`config.mk`:
```
export PLATFORM = sky130hd
export DESIGN_NAME = s_bus_interface
export DESIGN_NICKNAME = d
export VERILOG_FILES = /design/src/rtl/s_bus_interface.sv
export SDC_FILE = /design/constraint.sdc
export NUM_CORES = 1
export LEC_CHECK = 0
export ABC_AREA = 1
export CORE_MARGIN = 3
export CORE_UTILIZATION = 49
export CTS_CLUSTER_SIZE = 16
export DETAILED_ROUTE_END_ITERATION = 12
export GPL_TIMING_DRIVEN = 0
export PLACE_DENSITY = 0.86
export RECOVER_POWER = 100
export SYNTH_ARGS = -nofsm -noshare
export SYNTH_HDL_FRONTEND = slang
export SYNTH_SLANG_ARGS = --single-unit
```
`constraint.sdc`:
```
create_clock -name clk -period 2.7 [get_ports clk]
set_input_delay 0.27 -clock clk [delete_from_list [all_inputs] [get_ports clk]]
set_output_delay 0.27 -clock clk [all_outputs]
set_load 0.1 [all_outputs]
```
`src/rtl/s_bus_interface.sv`:
```
`default_nettype none
// ============================================================================
// s_bus_interface : once-per-CPU-cycle byte access router (ARAM / IPL / I/O)
// Rev 1.0
// ============================================================================
module s_bus_interface #(
  parameter int          CYCLE_DIV = 24,
  parameter logic [15:0] IPL_BASE  = 16'hFFC0
) (
  input  logic        clk,
  input  logic        reset,
  input  logic        apu_en,
  input  logic [15:0] bus_addr,
  input  logic        bus_wr,
  input  logic [7:0]  bus_wdata,
  input  logic        bus_opfetch,
  output logic [7:0]  bus_rdata,
  output logic [7:0]  op,
  output logic        cpu_en,
  input  logic        ipl_en,
  output logic [5:0]  ipl_addr,
  input  logic [7:0]  ipl_rdata,
  output logic [3:0]  io_addr,
  output logic        io_rd,
  output logic        io_wr,
  output logic [7:0]  io_wdata,
  input  logic [7:0]  io_rdata,
  output logic [15:0] mem_addr,
  output logic        mem_req,
  output logic        mem_wr,
  output logic [7:0]  mem_wdata,
  input  logic [7:0]  mem_rdata,
  input  logic        mem_ack,
  output logic [15:0] stall_count
);

  localparam logic [7:0] C_DIV_LAST = 8'(CYCLE_DIV - 1);

  typedef enum logic [1:0] {
    ST_IDLE   = 2'd0,
    ST_ACCESS = 2'd1,
    ST_DONE   = 2'd2
  } state_t;

  typedef enum logic [1:0] {
    TGT_ARAM = 2'd0,
    TGT_IPL  = 2'd1,
    TGT_IO   = 2'd2
  } tgt_t;

  state_t      state_q, state_d;
  tgt_t        tgt_q, tgt_d;
  logic [7:0]  div_q, div_d;
  logic [15:0] addr_q, addr_d;
  logic        wr_q, wr_d;
  logic [7:0]  wdata_q, wdata_d;
  logic        opfetch_q, opfetch_d;
  logic [7:0]  rdata_q, rdata_d;
  logic [7:0]  op_q, op_d;
  logic        mem_req_q, mem_req_d;
  logic        io_rd_q, io_rd_d;
  logic        io_wr_q, io_wr_d;
  logic [15:0] stall_q, stall_d;

  logic        div_last;
  logic        launch;
  logic        cpu_en_w;
  logic        stalled;
  logic        capture;
  logic [7:0]  cap_data;

  assign div_last = (div_q == C_DIV_LAST);
  assign launch   = apu_en && (state_q == ST_IDLE) && (div_q == 8'd0);
  assign cpu_en_w = !reset && apu_en && div_last && (state_q == ST_DONE);
  assign stalled  = apu_en && div_last && (state_q == ST_ACCESS);

  always_comb begin
    state_d   = state_q;
    tgt_d     = tgt_q;
    div_d     = div_q;
    addr_d    = addr_q;
    wr_d      = wr_q;
    wdata_d   = wdata_q;
    opfetch_d = opfetch_q;
    rdata_d   = rdata_q;
    op_d      = op_q;
    mem_req_d = mem_req_q;
    io_rd_d   = 1'b0;
    io_wr_d   = 1'b0;
    stall_d   = stall_q;
    capture   = 1'b0;
    cap_data  = 8'h00;

    // Divider parks on its last count until the access completes.
    if (cpu_en_w) begin
      div_d = 8'd0;
    end else if (apu_en && !div_last) begin
      div_d = div_q + 8'd1;
    end

    if (stalled && (stall_q != 16'hFFFF)) begin
      stall_d = stall_q + 16'd1;
    end

    case (state_q)
      ST_IDLE: begin
        if (launch) begin
          addr_d    = bus_addr;
          wr_d      = bus_wr;
          wdata_d   = bus_wdata;
          opfetch_d = bus_opfetch;
          state_d   = ST_ACCESS;
          if (bus_addr[15:4] == 12'h00F) begin
            tgt_d   = TGT_IO;
            io_rd_d = !bus_wr;
            io_wr_d = bus_wr;
          end else if (!bus_wr && ipl_en && (bus_addr >= IPL_BASE)) begin
            tgt_d = TGT_IPL;
          end else begin
            tgt_d     = TGT_ARAM;
            mem_req_d = 1'b1;
          end
        end
      end
      ST_ACCESS: begin
        case (tgt_q)
          TGT_IO: begin
            state_d  = ST_DONE;
            capture  = !wr_q;
            cap_data = io_rdata;
          end
          TGT_IPL: begin
            state_d  = ST_DONE;
            capture  = 1'b1;
            cap_data = ipl_rdata;
          end
          default: begin
            // Completion is not gated by apu_en: the handshake always finishes.
            if (mem_req_q && mem_ack) begin
              mem_req_d = 1'b0;
              state_d   = ST_DONE;
              capture   = !wr_q;
              cap_data  = mem_rdata;
            end
          end
        endcase
      end
      ST_DONE: begin
        if (cpu_en_w) begin
          state_d = ST_IDLE;
        end
      end
      default: state_d = ST_IDLE;
    endcase

    if (capture) begin
      rdata_d = cap_data;
      if (opfetch_q) begin
        op_d = cap_data;
      end
    end
  end

  always_ff @(posedge clk) begin
    if (reset) begin
      state_q   <= ST_IDLE;
      tgt_q     <= TGT_ARAM;
      div_q     <= 8'd0;
      addr_q    <= 16'h0000;
      wr_q      <= 1'b0;
      wdata_q   <= 8'h00;
      opfetch_q <= 1'b0;
      rdata_q   <= 8'h00;
      op_q      <= 8'h00;
      mem_req_q <= 1'b0;
      io_rd_q   <= 1'b0;
      io_wr_q   <= 1'b0;
      stall_q   <= 16'h0000;
    end else begin
      state_q   <= state_d;
      tgt_q     <= tgt_d;
      div_q     <= div_d;
      addr_q    <= addr_d;
      wr_q      <= wr_d;
      wdata_q   <= wdata_d;
      opfetch_q <= opfetch_d;
      rdata_q   <= rdata_d;
      op_q      <= op_d;
      mem_req_q <= mem_req_d;
      io_rd_q   <= io_rd_d;
      io_wr_q   <= io_wr_d;
      stall_q   <= stall_d;
    end
  end

  assign bus_rdata   = rdata_q;
  assign op          = op_q;
  assign cpu_en      = cpu_en_w;
  assign ipl_addr    = addr_q[5:0];
  assign io_addr     = addr_q[3:0];
  assign io_rd       = io_rd_q;
  assign io_wr       = io_wr_q;
  assign io_wdata    = wdata_q;
  assign mem_addr    = addr_q;
  assign mem_req     = mem_req_q;
  assign mem_wr      = wr_q & mem_req_q;
  assign mem_wdata   = wdata_q;
  assign stall_count = stall_q;

endmodule
`default_nettype wire

```
After elaboration in Yosys (flattened, before gate mapping)
Index checks and enable logic that the tools add are counted.
{"block": "word_totals", "reg_bits": 73, "in_bits": 55, "out_inout_bits": 79, "wordCells": 79}
{"block": "op_classes", "add_sub_neg": 2, "magnitude_cmp": 1, "eq_ne": 14, "n_mux": 19, "bitwise": 4, "reduce_logical": 26}
{"op": "adder 16 x 1 -> 16 bit (second input constant)", "n": 1}
{"op": ">= comparator 16 bit (second input constant)", "n": 1}
{"op": "2-to-1 mux 8 bit", "n": 2}
{"op": "inequality test 16 bit (second input constant)", "n": 1}
{"op": "case mux 8 bit (2 select lines)", "n": 1}
{"op": "equality test 12 x 4 -> 1 bit (second input constant)", "n": 1}
{"op": "logical AND 1 bit", "n": 12}
{"op": "2-to-1 mux 2 bit", "n": 5}
{"op": "inequality test 2 bit (second input constant)", "n": 5}
{"op": "adder 8 x 1 -> 8 bit (second input constant)", "n": 1}
{"op": "equality test 8 x 5 -> 1 bit (second input constant)", "n": 1}
{"op": "zero test 8 bit", "n": 1}
{"op": "2-to-1 mux 1 bit", "n": 8}
{"op": "case mux 2 bit (3 select lines)", "n": 1}
{"op": "AND reduction 6 bit", "n": 1}
{"op": "equality test 2 x 1 -> 1 bit (second input constant)", "n": 2}
{"op": "equality test 2 bit (second input constant)", "n": 2}
{"op": "zero test 1 bit", "n": 4}
{"op": "case mux 1 bit (2 select lines)", "n": 2}
{"op": "AND reduction 2 bit", "n": 2}
{"op": "OR reduction 2 bit", "n": 2}
{"op": "OR reduction 4 bit", "n": 1}
{"op": "inequality test 3 x 2 -> 1 bit (second input constant)", "n": 1}
{"op": "inverter 1 bit", "n": 3}
{"op": "5 further kinds", "n": 5}

Logic depth before layout (Yosys ltp)
{"block": "logic_depth", "word_depth": 7, "depth_mapped": 10, "depth_no_buf": 9}

Worst setup path before layout
Ideal clock, no wire load.
{"block": "synth_timing", "path_type": "flip-flop to output port", "startpoint": "register div_q[1]", "endpoint": "output port cpu_en", "arrival_ps": 2827, "required_ps": 2430, "slack_ps": -397, "path_stages_with_launch": 6, "path_buffers": 0, "path_cell_list": "dfxtp_1 ha_1 inv_2 nor2_1 nand3_1 nor3_1"}
{"block": "synth_between", "elab_chain_len": 3}
{"item": "start: declaration", "line": "53", "source": "logic [7:0] div_q, div_d;"}
{"item": "start signal: assignment", "line": "182", "source": "div_q <= div_d;"}
{"item": "equality test 8 x 5 -> 1 bit", "line": "72", "source": "assign div_last = (div_q == C_DIV_LAST);"}
{"item": "logical AND 1 bit (2 in a row)", "line": "74", "source": "assign cpu_en_w = !reset && apu_en && div_last && (state_q == ST_DONE);"}
{"item": "end: declaration", "line": "19", "source": "output logic cpu_en,"}
Every way passes these cells.

Final worst setup path
{"block": "layout_timing", "startpoint": "input port reset", "endpoint": "output port cpu_en"}
{"block": "layout_between", "elab_chain_len": 4}
{"item": "start: declaration", "line": "11", "source": "input logic reset,"}
{"item": "zero test 1 bit", "line": "74"}
{"item": "logical AND 1 bit (3 in a row)", "line": "74"}
Every way passes these cells.

==> impl_metrics.env <==
export IMPL_postRouteAntennaNets=0
export IMPL_power_switching_uw=2101
export IMPL_wirelength_mm=10.73
export IMPL_routed_wl_met3_um=749
export IMPL_required_ns=2.43
export IMPL_grt_setup_unrepaired="false"
export IMPL_die_area_sq_um=8905
export IMPL_worstMarginPinSlew_ns=1.054
export IMPL_grt_pass1_wl_mm=17.24
export IMPL_holdBufCountCts=0
export IMPL_yosysSeqAreaShare_pct=38.19
export IMPL_clk_pin_slew_ns=0.07
export IMPL_hpwl_mm=8.311
export IMPL_cts_sinks=73
export IMPL_fin_crit_sh_pct=94.38
export IMPL_highest_layer="met4"
export IMPL_grt_pass1_vias=3843
export IMPL_hp_start="div_q[7]"
export IMPL_setup_violations_final=0
export IMPL_comb_power_share_pct=50.0
export IMPL_drt_initial_drc_count=172
export IMPL_hold_viol_final=0
export IMPL_status="finished, final reports clean"
export IMPL_crit_type="in -> out"
export IMPL_cts_buffers=9
export IMPL_finClkSkew_ns=0.009049
export IMPL_min_path_type="reg -> reg"
export IMPL_grt_max_degree=12
export IMPL_tritoncts="done"
export IMPL_syn2layout_area_growth_pct=42.05
export IMPL_crit_path_start_kind="primary input"
export IMPL_grt_use_total_pct=23.92
export IMPL_crit_chain="clkdlybuf4s50_1, buf_1, nor3_2, dlygate4sd2_1"
export IMPL_ys_warn_count=0
export IMPL_multi_input_area_sq_um=1952
export IMPL_avgSynthCellArea_sq_um=6.982
export IMPL_met1_length_mm=4.323
export IMPL_cpLargestDelayFamily="buffers and inverters"
export IMPL_crit_buf_inv=3
export IMPL_p_total_uw=4239
export IMPL_slowest_delay_ns=0.88
export IMPL_viasPerCell=5.112
export IMPL_arrival_ns=2.28
export IMPL_final_nets=752
export IMPL_antenna_found_initial=0
export IMPL_clkLatencyLatePin_ns=0.34
export IMPL_clockPowerShare_pct=19.6
export IMPL_synth_fp_nets=608
export IMPL_slowest_stage="dlygate4sd2_1"
export IMPL_numPortBuffers=133
export IMPL_synthCells=548
export IMPL_die_w_um=94.37
export IMPL_io_pins=134
export IMPL_grt_remaining_overflow=0
export IMPL_cts_root_buf="clkbuf_8"
export IMPL_tns_ns=0
export IMPL_insertedDiodeCount=0
export IMPL_cts_buffer_depth=2
export IMPL_gp_congestion=0.8556
export IMPL_ir_worst_vdd_mv=0.3760
export IMPL_slew_headroom_pct=29.22
export IMPL_wl_per_cell_um=13.47
export IMPL_vias=4069
export IMPL_synth_distinct_cells=35
export IMPL_post_route_drc_count=0
export IMPL_crit_fanout=10
export IMPL_cts_max_level=3
export IMPL_netlist_area_sq_um=3826
export IMPL_crit_path_start="reset"
export IMPL_num_rows=31
export IMPL_swShare_pct=49.57
export IMPL_finalCriticalPeriod_ns=2.548
export IMPL_timing_rr_start="div_q[1]"
export IMPL_leakage_uw=0.002456
export IMPL_powerDensity_nw_per_um2=779.8
export IMPL_met2_wirelength_mm=5.387
export IMPL_initial_utilization_pct=51.65
export IMPL_drive_above_1_share_pct=10.47
export IMPL_max_cap_violations=0
export IMPL_fmax_mhz=392.4
export IMPL_drv_slew=0
export IMPL_post_cts_buffers=0
export IMPL_core_area_sq_um=7408
export IMPL_end_kind="primary output"
export IMPL_hold_ws_ns=0.4879
export IMPL_ctsResizeCount=1
export IMPL_synth_seq_cells=73
export IMPL_internal_power_uw=2138
export IMPL_final_seq_area_sq_um=1461
export IMPL_dr_pass1_iters=4
export IMPL_p_seq_share_pct=30.5
export IMPL_fp_dieH_um=94.37
export IMPL_nFillCells=590
## path summary, 6_finish.rpt
check	to	slack, ns	depth (start not counted)
setup / recovery	cpu_en	0.15	4
hold reg to reg	div_q[7]	0.49	2
setup reg to reg	stall_count[6]	0.36	8
hold / removal	div_q[7]	0.49	2
## sequential cells by signal, summed over array words and instances, names as in the netlist
register / flops
mem_addr: 16
stall_count: 16
bus_rdata: 8
div_q: 8
io_wdata: 8
op: 8
state_q: 2
tgt_q: 2
io_rd: 1
io_wr: 1
mem_req: 1
opfetch_q: 1
wr_q: 1
## metal layers
metal,vias to the layer above,track usage [%]
met1,1872,27.68
li1,2031,-
met3,24,4.622
met5,-,0
met2,142,43.38
met4,0,9.146
## cell usage after synthesis
cell	instances	share of area, %
a21oi_2	11	2.5
nand3_1	18	2.4
xor2_1	4	0.92
nor2_8	1	0.52
nor3b_1	2	0.39
a22o_1	8	1.8
a21oi_1	18	2.4
nand2_2	9	1.5
or2_2	1	0.16
o21ai_0	45	5.9
nand4_2	1	0.33
dfxtp_1	73	38
nand2_1	116	11
buf_2	6	0.78
xnor2_1	4	0.92
inv_1	38	3.7
nand3b_1	2	0.39
buf_12	1	0.52
a211oi_1	2	0.39
ha_1	5	1.6
nor3_1	4	0.52
nor3_2	1	0.26
o21ai_2	1	0.23
buf_6	1	0.29
nor2_4	6	1.8
nand4_1	9	1.5
nand3_2	1	0.26
clkbuf_1	6	0.59
inv_2	4	0.39
o21ai_1	8	1.0
buf_1	2	0.20
nand2_4	3	0.88
nor2_2	3	0.49
nor2_1	116	11
buf_4	18	3.5
## cells by family after synthesis
kind of cell	count (synthesis)	synth area share [%]
AO/OA/AOI/OAI	93	14.26
XOR/XNOR	8	1.831
adder cells (fa/ha/maj)	5	1.635
buffers and inverters	76	10.04
flip-flops	73	38.19
AND/OR/NAND/NOR	293	34.04
## area by class of cell
cell class | count | area share [%]
Multi-Input combinational cell | 399 | 35.91
Tap cell | 99 | 2.279
Buffer | 34 | 3.983
Timing Repair Buffer | 133 | 24.47
Inverter | 42 | 2.901
Clock buffer | 15 | 3.430
Clock inverter | 1 | 0.1381
Sequential cell | 73 | 26.89
## cells in the final DEF (no fill, tap or decap), types with 2 or more instances in the layout
cell type / count
a22o_1: 8
inv_2: 4
nand2_1: 116
xor2_1: 4
nand2_4: 3
buf_1: 2
a211oi_1: 2
dfxtp_1: 73
inv_1: 38
nor2_4: 4
nand3_1: 18
a21oi_1: 20
nand4_1: 9
o21ai_0: 46
nand2_2: 9
ha_1: 5
nor2_2: 2
nor2_1: 119
nor3b_1: 2
dlygate4sd3_1: 79
buf_2: 4
o21ai_1: 8
buf_4: 18
nand3b_1: 2
clkbuf_1: 11
clkbuf_8: 13
xnor2_1: 4
clkdlybuf4s50_1: 53
a21oi_2: 9
nor3_1: 4
## worst reg2reg max path, delay by kind of cell (launching register included)
kind            cells  cell delay (ns)
buf+inv             2             0.48
compound gates      1             0.18
flops               1             0.39
simple gates        4             0.99
fa+ha+maj           1             0.23
## power groups by stage
stage | logic, uW | registers [uW] | clock network, uW
global route | 2230 | 1310 | 882
global placement | 2150 | 1310 | 0
detailed placement | 2190 | 1320 | 0
CTS | 2190 | 1300 | 836
floorplan | 960 | 2020 | 0
finish | 2120 | 1290 | 829
## metrics by stage
step | cell area, sq um | utilization (%) | worst slack, ns | std cells
after floorplan | 3831 | - | 0.3645 | 548
after global placement | 5286 | 71.36 | -0.1224 | 780
after detailed placement | 5286 | 71.36 | -0.1097 | 780
after CTS | 5479 | 73.96 | 0.1559 | 796
after global routing | 5435 | 73.37 | 0.01335 | 796
final | 5435 | 73.37 | 0.1519 | 796
Note: power is estimated with default switching activity, not from simulation.
